File: src/rtl/pipe_field.sv
// rtl/pipe_field.sv - NUM_PIPES scrolling pipe pairs with LFSR gaps, scoring and collision; caps under PIPE_CAP_EN
module pipe_field #(
  parameter int          NUM_PIPES = 3,
  parameter int          SCREEN_W  = 640,
  parameter int          PIPE_W    = 40,
  parameter int          GAP_H     = 120,
  parameter int          GAP_MIN   = 60,
  parameter int          GAP_MASK  = 255,
  parameter int          SPACING   = 240,
  parameter int          SPEED     = 2,
  parameter int          BIRD_SZ   = 16,
  parameter logic [15:0] LFSR_SEED = 16'hACE1
) (
  input  logic       clk,
  input  logic       rst,
  input  logic       frame_tick,
  input  logic       start,
  input  logic [9:0] h_counter,
  input  logic [9:0] v_counter,
  input  logic [9:0] bird_x,
  input  logic [9:0] bird_y,
  output logic       pipe_pixel,
  output logic       pipe_cap,
  output logic [7:0] score,
  output logic       score_pulse,
  output logic [1:0] state
);

  localparam logic [1:0] ST_IDLE = 2'b00;
  localparam logic [1:0] ST_RUN  = 2'b01;
  localparam logic [1:0] ST_DEAD = 2'b10;

  localparam logic [10:0] SPEED_W = 11'(SPEED);
  localparam logic [10:0] WRAP_W  = 11'(NUM_PIPES * SPACING);
  localparam logic [8:0]  GT_INIT = 9'(GAP_MIN + GAP_MASK / 2);
  localparam logic [8:0]  GMIN_W  = 9'(GAP_MIN);
  localparam logic [7:0]  GMASK_W = 8'(GAP_MASK);

  // Geometry is compared in 12 bits so that sums like h+PIPE_W never wrap.
  localparam logic [11:0] PW_E = 12'(PIPE_W);
  localparam logic [11:0] GH_E = 12'(GAP_H);
  localparam logic [11:0] BS_E = 12'(BIRD_SZ);

  logic [NUM_PIPES-1:0][10:0] rx;
  logic [NUM_PIPES-1:0][8:0]  gt;
  logic [15:0]                lfsr;
  logic [15:0]                lfsr_next;

  logic [NUM_PIPES-1:0][10:0] rx_move;
  logic [NUM_PIPES-1:0][8:0]  gt_move;
  logic [NUM_PIPES-1:0]       passed;
  logic [3:0]                 pass_cnt;
  logic [8:0]                 score_sum;
  logic [7:0]                 score_sat;

  logic [NUM_PIPES-1:0][11:0] rxe;
  logic [NUM_PIPES-1:0][11:0] gte;
  logic [NUM_PIPES-1:0]       body_hit;
  logic [NUM_PIPES-1:0]       body_px;
  logic                       hit;
  logic                       pix_next;

  logic [11:0] hx, vy, bx, by;

  assign hx = {2'b00, h_counter};
  assign vy = {2'b00, v_counter};
  assign bx = {2'b00, bird_x};
  assign by = {2'b00, bird_y};

  // Galois step: shift right, fold the taps back in when a one falls out.
  assign lfsr_next = {1'b0, lfsr[15:1]} ^ (lfsr[0] ? 16'hB400 : 16'h0000);

  // Candidate positions after one frame of scrolling, with respawn and pass detection.
  always_comb begin
    rx_move = rx;
    gt_move = gt;
    passed  = '0;
    for (int i = 0; i < NUM_PIPES; i++) begin
      if (rx[i] <= SPEED_W) begin
        rx_move[i] = rx[i] - SPEED_W + WRAP_W;
        gt_move[i] = GMIN_W + {1'b0, lfsr[7:0] & GMASK_W};
      end else begin
        rx_move[i] = rx[i] - SPEED_W;
      end
      passed[i] = (rx[i] > {1'b0, bird_x}) && (rx_move[i] <= {1'b0, bird_x});
    end
  end

  // Saturating score after adding every pass of this frame.
  always_comb begin
    pass_cnt = '0;
    for (int i = 0; i < NUM_PIPES; i++) begin
      pass_cnt = pass_cnt + {3'b000, passed[i]};
    end
    score_sum = {1'b0, score} + {5'b00000, pass_cnt};
    score_sat = score_sum[8] ? 8'hFF : score_sum[7:0];
  end

  // Body overlap against the bird box and against the current pixel.
  always_comb begin
    rxe      = '0;
    gte      = '0;
    body_hit = '0;
    body_px  = '0;
    for (int i = 0; i < NUM_PIPES; i++) begin
      rxe[i] = {1'b0, rx[i]};
      gte[i] = {3'b000, gt[i]};
      body_hit[i] = (bx < rxe[i]) && (bx + BS_E + PW_E > rxe[i]) &&
                    ((by < gte[i]) || (by + BS_E > gte[i] + GH_E));
      body_px[i]  = (hx < rxe[i]) && (hx + PW_E >= rxe[i]) &&
                    ((vy < gte[i]) || (vy >= gte[i] + GH_E));
    end
  end

`ifdef PIPE_CAP_EN
  localparam logic [11:0] CAP_X = 12'd4;
  localparam logic [11:0] CAP_Y = 12'd8;

  logic [NUM_PIPES-1:0] cap_hit;
  logic [NUM_PIPES-1:0] cap_px;
  logic                 cap_next;

  // Caps are 4 px wider on each side and 8 rows tall, hugging the gap.
  always_comb begin
    cap_hit = '0;
    cap_px  = '0;
    for (int i = 0; i < NUM_PIPES; i++) begin
      cap_hit[i] = (bx < rxe[i] + CAP_X) && (bx + BS_E + PW_E + CAP_X > rxe[i]) &&
                   (((by < gte[i]) && (by + BS_E + CAP_Y > gte[i])) ||
                    ((by < gte[i] + GH_E + CAP_Y) && (by + BS_E > gte[i] + GH_E)));
      cap_px[i]  = (hx < rxe[i] + CAP_X) && (hx + PW_E + CAP_X >= rxe[i]) &&
                   (((vy < gte[i]) && (vy + CAP_Y >= gte[i])) ||
                    ((vy >= gte[i] + GH_E) && (vy < gte[i] + GH_E + CAP_Y)));
    end
  end

  assign cap_next = |cap_px;
  assign hit      = (|body_hit) | (|cap_hit);

  // Cap pixel register, same latency as the body pixel.
  always_ff @(posedge clk) begin
    if (rst) begin
      pipe_cap <= 1'b0;
    end else begin
      pipe_cap <= cap_next;
    end
  end
`else
  assign hit      = |body_hit;
  assign pipe_cap = 1'b0;
`endif

  assign pix_next = |body_px;

  // Game FSM, pipe scrolling, scoring and the pixel register.
  always_ff @(posedge clk) begin
    if (rst) begin
      for (int i = 0; i < NUM_PIPES; i++) begin
        rx[i] <= 11'(SCREEN_W + PIPE_W + i * SPACING);
        gt[i] <= GT_INIT;
      end
      lfsr        <= LFSR_SEED;
      state       <= ST_IDLE;
      score       <= '0;
      score_pulse <= 1'b0;
      pipe_pixel  <= 1'b0;
    end else begin
      pipe_pixel  <= pix_next;
      score_pulse <= 1'b0;
      if (frame_tick) begin
        lfsr <= lfsr_next;
      end
      case (state)
        ST_IDLE: begin
          if (start) begin
            state <= ST_RUN;
          end
        end
        ST_RUN: begin
          if (frame_tick) begin
            if (hit) begin
              state <= ST_DEAD;
            end else begin
              rx <= rx_move;
              gt <= gt_move;
              if (|passed) begin
                score       <= score_sat;
                score_pulse <= 1'b1;
              end
            end
          end
        end
        ST_DEAD: begin
          if (start) begin
            state <= ST_IDLE;
            score <= '0;
            for (int i = 0; i < NUM_PIPES; i++) begin
              rx[i] <= 11'(SCREEN_W + PIPE_W + i * SPACING);
              gt[i] <= GT_INIT;
            end
          end
        end
        default: state <= ST_IDLE;
      endcase
    end
  end

endmodule
File: config.mk
export PLATFORM = sky130hd
export DESIGN_NAME = pipe_field
export DESIGN_NICKNAME = d
export VERILOG_FILES = /design/src/rtl/pipe_field.sv
export SDC_FILE = /design/constraint.sdc
export NUM_CORES = 1
export LEC_CHECK = 0
export BUFFER_PORTS_ARGS = -buffer_cell sky130_fd_sc_hd__buf_4
export CORE_MARGIN = 2
export CORE_UTILIZATION = 45
export CTS_CLUSTER_SIZE = 25
export DETAILED_ROUTE_END_ITERATION = 16
export PLACE_DENSITY = 0.64
export RECOVER_POWER = 50
export SETUP_SLACK_MARGIN = 0.02
export SYNTH_ARGS = -nofsm -noshare
export SYNTH_HDL_FRONTEND = slang
export SYNTH_SLANG_ARGS = --single-unit
export TNS_END_PERCENT = 20
File: constraint.sdc
create_clock -name clk -period 11.45 [get_ports clk]
set_clock_uncertainty 0.2 [all_clocks]
set_input_delay 0.5725 -clock clk [delete_from_list [all_inputs] [get_ports clk]]
set_output_delay 0.5725 -clock clk [all_outputs]
set_load 0.03 [all_outputs]
==> reports/metrics.cfg, run 1 <==
[setup_path]
cp_max_fo=19
worstPathRequired_ns=11.49
reg2regPathDepth=15
path_cells=clkbuf_1 > ha_1 > xor2_1 > ha_1 > a21oi_1 > a21boi_0 > a2111oi_0 > o21ai_0 > a2111oi_0 > o21bai_1 > clkbuf_1 > o21ai_0 > clkbuf_1 > nand2_4 > mux2_2
crit_top_cell=clkbuf_1
cp.arrival_ns=6.64
worst-setup-path-type=primary input to flip-flop
start_kind=primary input
slowest_delay_ns=1.05
endpoint_kind=flip-flop
cp_slowest_cell=a2111oi_0
r2r_slack_ns=5.16

[clock_network]
post_cts_buffers=0
cts_buffers=9
root_buffer=clkbuf_16
cts_tree=done
clk_latency_ns=0.36
cts_max_level=3
holdBufCountCts=0
cts_resized=0
clock-sinks=85
clockBufferDepth=2
clk_pin_slew_ns=0.07

[timing]
final_max_slew_viol_count=85
setup_viol=0
whs_ns=0.270
slew_headroom_pct=-139
max_freq_mhz=152
setup_tns_ns=0
post-route-period-util_pct=57.6
rsz0062_at_grt=false
finalHoldViolCount=0
fin_crit_ns=6.59
worstMarginPinSlew_ns=3.58

[routing]
wl_per_cell_um=18.0
drt-initial-drc-count=556
drt_wl_total_um=28000
viasPerCell=5.87
antenna_left=0
drc=0
drt_first_pass_iters=7
vias=9113

[layout]
postLayoutCellArea_um2=11000
fillers=2190
mostFrequentLayoutCells=ha_1 (242), nor2_1 (108), a21oi_1 (100)
nNetsFinal=1555
n_antenna_cell=0
drive_above_1_share_pct=6.60
area_growth_syn_to_layout_pct=8.84
utilization_pct=50.1
mostFrequentLayoutCell=ha_1

[floorplanning]
dieHeight_um=154
num_rows=54
die_w_um=154
initial_core_util_pct=46.0
ioPinCount=57
die-area_um2=23600
core_area_um2=21900

[flow_run]
maxCapViolCount=1

[global_route]
track_usage_pct=23.7
gr-total-overflow=0
grt_max_degree=85
grt_pass1_wl_um=45500
grt_pass1_vias=8740
antenna_found_initial=0

[placement]
placed_area_um2=10700
place_congestion=0.888
dp_hpwl_um=22300
port_buffers=54

[synthesis]
async_flop_share_pct=0
synthCells=1232
syn_nets=1520
yosys_warnings=0
synth_edf_count=0
yosys.cell_types.count=78
ys_ff_latch=85
ys_seq_area_share_pct=16.9
netlist_area_um2=10100
synth_flop_cell=dfxtp_1
syn_area_per_cell_um2=8.17

[power]
ir_drop_mv=0.0757
leakage_nw=5.05
powerDensity_nw_per_um2=91.3

[outcome]
outcome=finished, violations left
failed_checks=capacitance limit, slew limit

[min_path]
hp-class=flip-flop to flip-flop
hold_depth=1

## cell families (layout without fill, tap and decap cells)
logic type / after synthesis / in the layout / share of synthesized area [%]
flip-flops: 85 / 85 / 16.9
AND/OR/NAND/NOR: 362 / 362 / 17.7
other: 1 / 1 / 0.0372
XOR/XNOR: 61 / 61 / 5.31
AO/OA/AOI/OAI: 312 / 312 / 20.3
multiplexers: 40 / 40 / 4.24
adder cells (fa/ha/maj): 244 / 244 / 30.5
buffers and inverters: 127 / 167 / 5.03
## worst max-delay path: cells and delay by family
family | cells | cell delay [ns]
AOI/OAI and AO/OA | 7 | 2.82
buffers and inverters | 3 | 1.56
adders and majority gates | 2 | 0.61
xor gates and xnor gates | 1 | 0.38
muxes | 1 | 0.36
and+or+nand+nor | 1 | 0.29
## report_power, final
group	switching, W	total [W]	internal [W]	leakage (nW)
registers	0.0000154	0.000326	0.000310	0.693
clock network	0.000137	0.000332	0.000195	0.156
logic	0.000204	0.000343	0.000139	4.20
total	0.000357	0.00100	0.000644	5.05
## through the flow
step / power [W] / cells / setup slack (ns)
2_1_floorplan: 0.000573 / 1232 / 6.33
3_3_place_gp: 0.000666 / 1536 / 5.53
3_5_place_dp: 0.000674 / 1536 / 5.44
4_1_cts: 0.00101 / 1552 / 5.40
5_1_grt: 0.00106 / 1552 / 4.48
6_report: 0.00100 / 1552 / 4.86
## state kept, by name, summed over array words and instances, names as in the netlist
signal,count
gt,27
lfsr,16
pipe_pixel,1
rx,30
score,8
score_pulse,1
state,2
## per-layer routing
layer	GRT usage, %	wire length, um	vias up	share of wire [%]
met5	0	0	-	0
met4	5.85	549	0	2.0
met3	2.82	1270	37	4.5
met2	37.7	12300	228	44
met1	34.2	13900	4254	50
li1	-	-	4594	-
## final timing paths
path,end,from
worst min-delay path,lfsr[7]$_SDFFE_PP1P_,lfsr[8]$_SDFFE_PP0P_
worst min register to register,lfsr[7]$_SDFFE_PP1P_,lfsr[8]$_SDFFE_PP0P_
worst max register to register,gt[8]$_SDFFE_PP0P_,gt[21]$_SDFFE_PP1P_
worst max-delay path,gt[8]$_SDFFE_PP0P_,bird_y[4]
## area by class of cell
| type | count | area, um^2 | area share (%) |
|---|---|---|---|
| multi-input combinational | 1020 | 7850 | 71.6 |
| clock buffer | 9 | 225 | 2.06 |
| clock inverter | 7 | 106 | 0.971 |
| sequential | 85 | 1700 | 15.5 |
| tap | 280 | 350 | 3.20 |
| inverter | 91 | 342 | 3.12 |
| timing repair buffer | 60 | 383 | 3.49 |
## cell usage after synthesis (10+ instances only)
master,count,share of area [%]
a2111oi_0,13,1.1
a211o_1,16,1.4
a211oi_1,16,1.2
a21o_1,20,1.5
a21oi_1,100,5.0
a31oi_1,13,0.81
clkbuf_1,25,0.93
dfxtp_1,85,17
ha_1,242,30
inv_1,91,3.4
mux2i_1,31,3.1
nand2_1,63,2.3
nand2b_1,22,1.4
nand3_1,46,2.3
nand4_1,12,0.75
nor2_1,108,4.0
nor2b_1,15,0.93
nor3_1,36,1.8
nor4_1,13,0.81
o21a_1,12,0.89
o21ai_0,55,2.7
o21bai_1,10,0.75
xnor2_1,49,4.3
xor2_1,12,1.0
Power figures use the tool's default switching activity.
==> inputs of run 2 (changes only) <==
PLACE_DENSITY = 0.66   (was 0.64)
clock period = 5.5 ns   (was 11.45 ns; I/O delays follow)
==> reports/metrics.cfg, run 2 (synthesized netlist as in run 1, its figures left out) <==
[outcome]
outcome=finished clean

[timing]
max_freq_mhz=194
slew_headroom_pct=30.1
rsz0062_at_grt=false
setup_tns_ns=0
worstMarginPinSlew_ns=1.02
setup_viol=0
fin_crit_ns=5.16
final_max_slew_viol_count=0
post-route-period-util_pct=93.7
finalHoldViolCount=0

[floorplanning]
die_w_um=154
die-area_um2=23600
dieHeight_um=154
core_area_um2=21900
num_rows=54
ioPinCount=57
initial_core_util_pct=46.0

[setup_path]
r2r_end=score[7]$_SDFFE_PP0P_
worst-setup-path-type=flip-flop to flip-flop
r2r_slack_ns=0.34
worstPathRequired_ns=5.49
critPathTopFamily=adder cells
rr_startpoint=rx[24]$_SDFFE_PP0P_
start_kind=flip-flop
reg2regPathDepth=28
cp.arrival_ns=5.15
cp_slowest_cell=fa_1
endpoint_kind=flip-flop
cp_max_fo=7
worst-path-buf-inv=6
slowest_delay_ns=0.48

[min_path]
hp-class=primary input to flip-flop
min_to=state[1]$_SDFFE_PP0P_
hold_depth=3
min_from=start

[layout]
reg.largest.list=rx: 30 flops, gt: 27 flops, lfsr: 16 flops
mostFrequentLayoutCell=ha_1
n_antenna_cell=0
nNetsFinal=1580
largest-register=rx
utilization_pct=51.4
mostFrequentLayoutCells=ha_1 (241), nor2_1 (106), a21oi_1 (99)
area_growth_syn_to_layout_pct=11.7
largest_reg_flops=30
drive_above_1_share_pct=9.95
fillers=2097

[clock_network]
holdBufCountCts=0
cts_max_level=3
clockBufferDepth=2
clock-sinks=85
cts_tree=done
clk_latency_ns=0.35
clk_pin_slew_ns=0.07
root_buffer=clkbuf_16
cts_buffers=9

[power]
switching_share_pct=35.0
switching_power_w=0.000739
powerDensity_nw_per_um2=187
leakage_nw=5.23
pwr-share-clk_pct=32.9
ir_drop_mv=0.142
sequentialPowerShare_pct=32.2
p_comb_share_pct=34.9
intPower_w=0.00137

[routing]
drt-initial-drc-count=577
viasPerCell=5.85
drc=0
wl_per_cell_um=18.2
drt_wl_total_um=28700
drt_first_pass_iters=5
antenna_left=0
vias=9225

[flow_run]
maxCapViolCount=0

[global_route]
grt_max_degree=88
gr-total-overflow=0
grt_pass1_vias=8581
track_usage_pct=24.1
grt_pass1_wl_um=46000
antenna_found_initial=0

[placement]
port_buffers=54
dp_hpwl_um=22900
place_congestion=0.888

[run 2: area by class of cell]
type / count / area [um^2] / area share (%)
clock buffers: 10 / 239 / 2.12
flip-flops and latches: 85 / 1710 / 15.2
repair buffers: 85 / 586 / 5.21
clock inverters: 6 / 97.6 / 0.868
multi-input cells: 1020 / 7920 / 70.5
well taps: 280 / 350 / 3.11
inverters: 91 / 345 / 3.07
[run 2: how the worst max path moves through the flow]
stage,depth (start not counted),endpoint,start
floorplan,25,score[3]$_SDFFE_PP0P_,rx[1]$_SDFFE_PP0P_
global placement,24,score[3]$_SDFFE_PP0P_,rx[1]$_SDFFE_PP0P_
detailed placement,24,score[3]$_SDFFE_PP0P_,rx[1]$_SDFFE_PP0P_
CTS,24,score[3]$_SDFFE_PP0P_,rx[1]$_SDFFE_PP0P_
global route,28,score[7]$_SDFFE_PP0P_,rx[24]$_SDFFE_PP0P_
finish,28,score[7]$_SDFFE_PP0P_,rx[24]$_SDFFE_PP0P_
[run 2: per-stage QoR]
step	setup WS [ns]	instance area [um^2]	total power, W	cells	hold WS (ns)
6_report	0.344	11200	0.00211	1577	0.117
5_1_grt	0.0262	11200	0.00225	1577	0.128
4_1_cts	0.0951	11200	0.00212	1573	0.109
3_5_place_dp	0.131	10900	0.00142	1557	0.254
3_3_place_gp	0.222	10900	0.00140	1557	0.246
2_1_floorplan	0.380	10100	0.00119	1232	0.238
[run 2: routing by layer]
| metal | vias to the layer above | share of wire (%) | track usage (%) |
|---|---|---|---|
| met1 | 4315 | 49 | 34.4 |
| li1 | 4657 | - | - |
| met2 | 220 | 45 | 38.0 |
| met3 | 33 | 4.7 | 3.49 |
| met5 | - | 0 | 0 |
| met4 | 0 | 2.0 | 6.25 |
[run 2: power by group through the flow]
stage / Combinational, W / Clock [W] / Sequential (W)
after global placement: 0.000708 / 0 / 0.000690
final: 0.000736 / 0.000694 / 0.000678
after CTS: 0.000731 / 0.000713 / 0.000677
after floorplan: 0.000508 / 0 / 0.000686
after global routing: 0.000832 / 0.000738 / 0.000682
after detailed placement: 0.000726 / 0 / 0.000691
[run 2: timing repair]
action,4_1_cts,5_1_grt
gates resized for setup,0,22
buffers inserted,0,4
setup endpoints to repair,0,8
endpoints found under the hold margin,0,0
[run 2: tightest hold or removal path, cell delays in order]
cell	delay, ns
buf_4	0.16
o22a_1	0.16
nor2_1	0.03
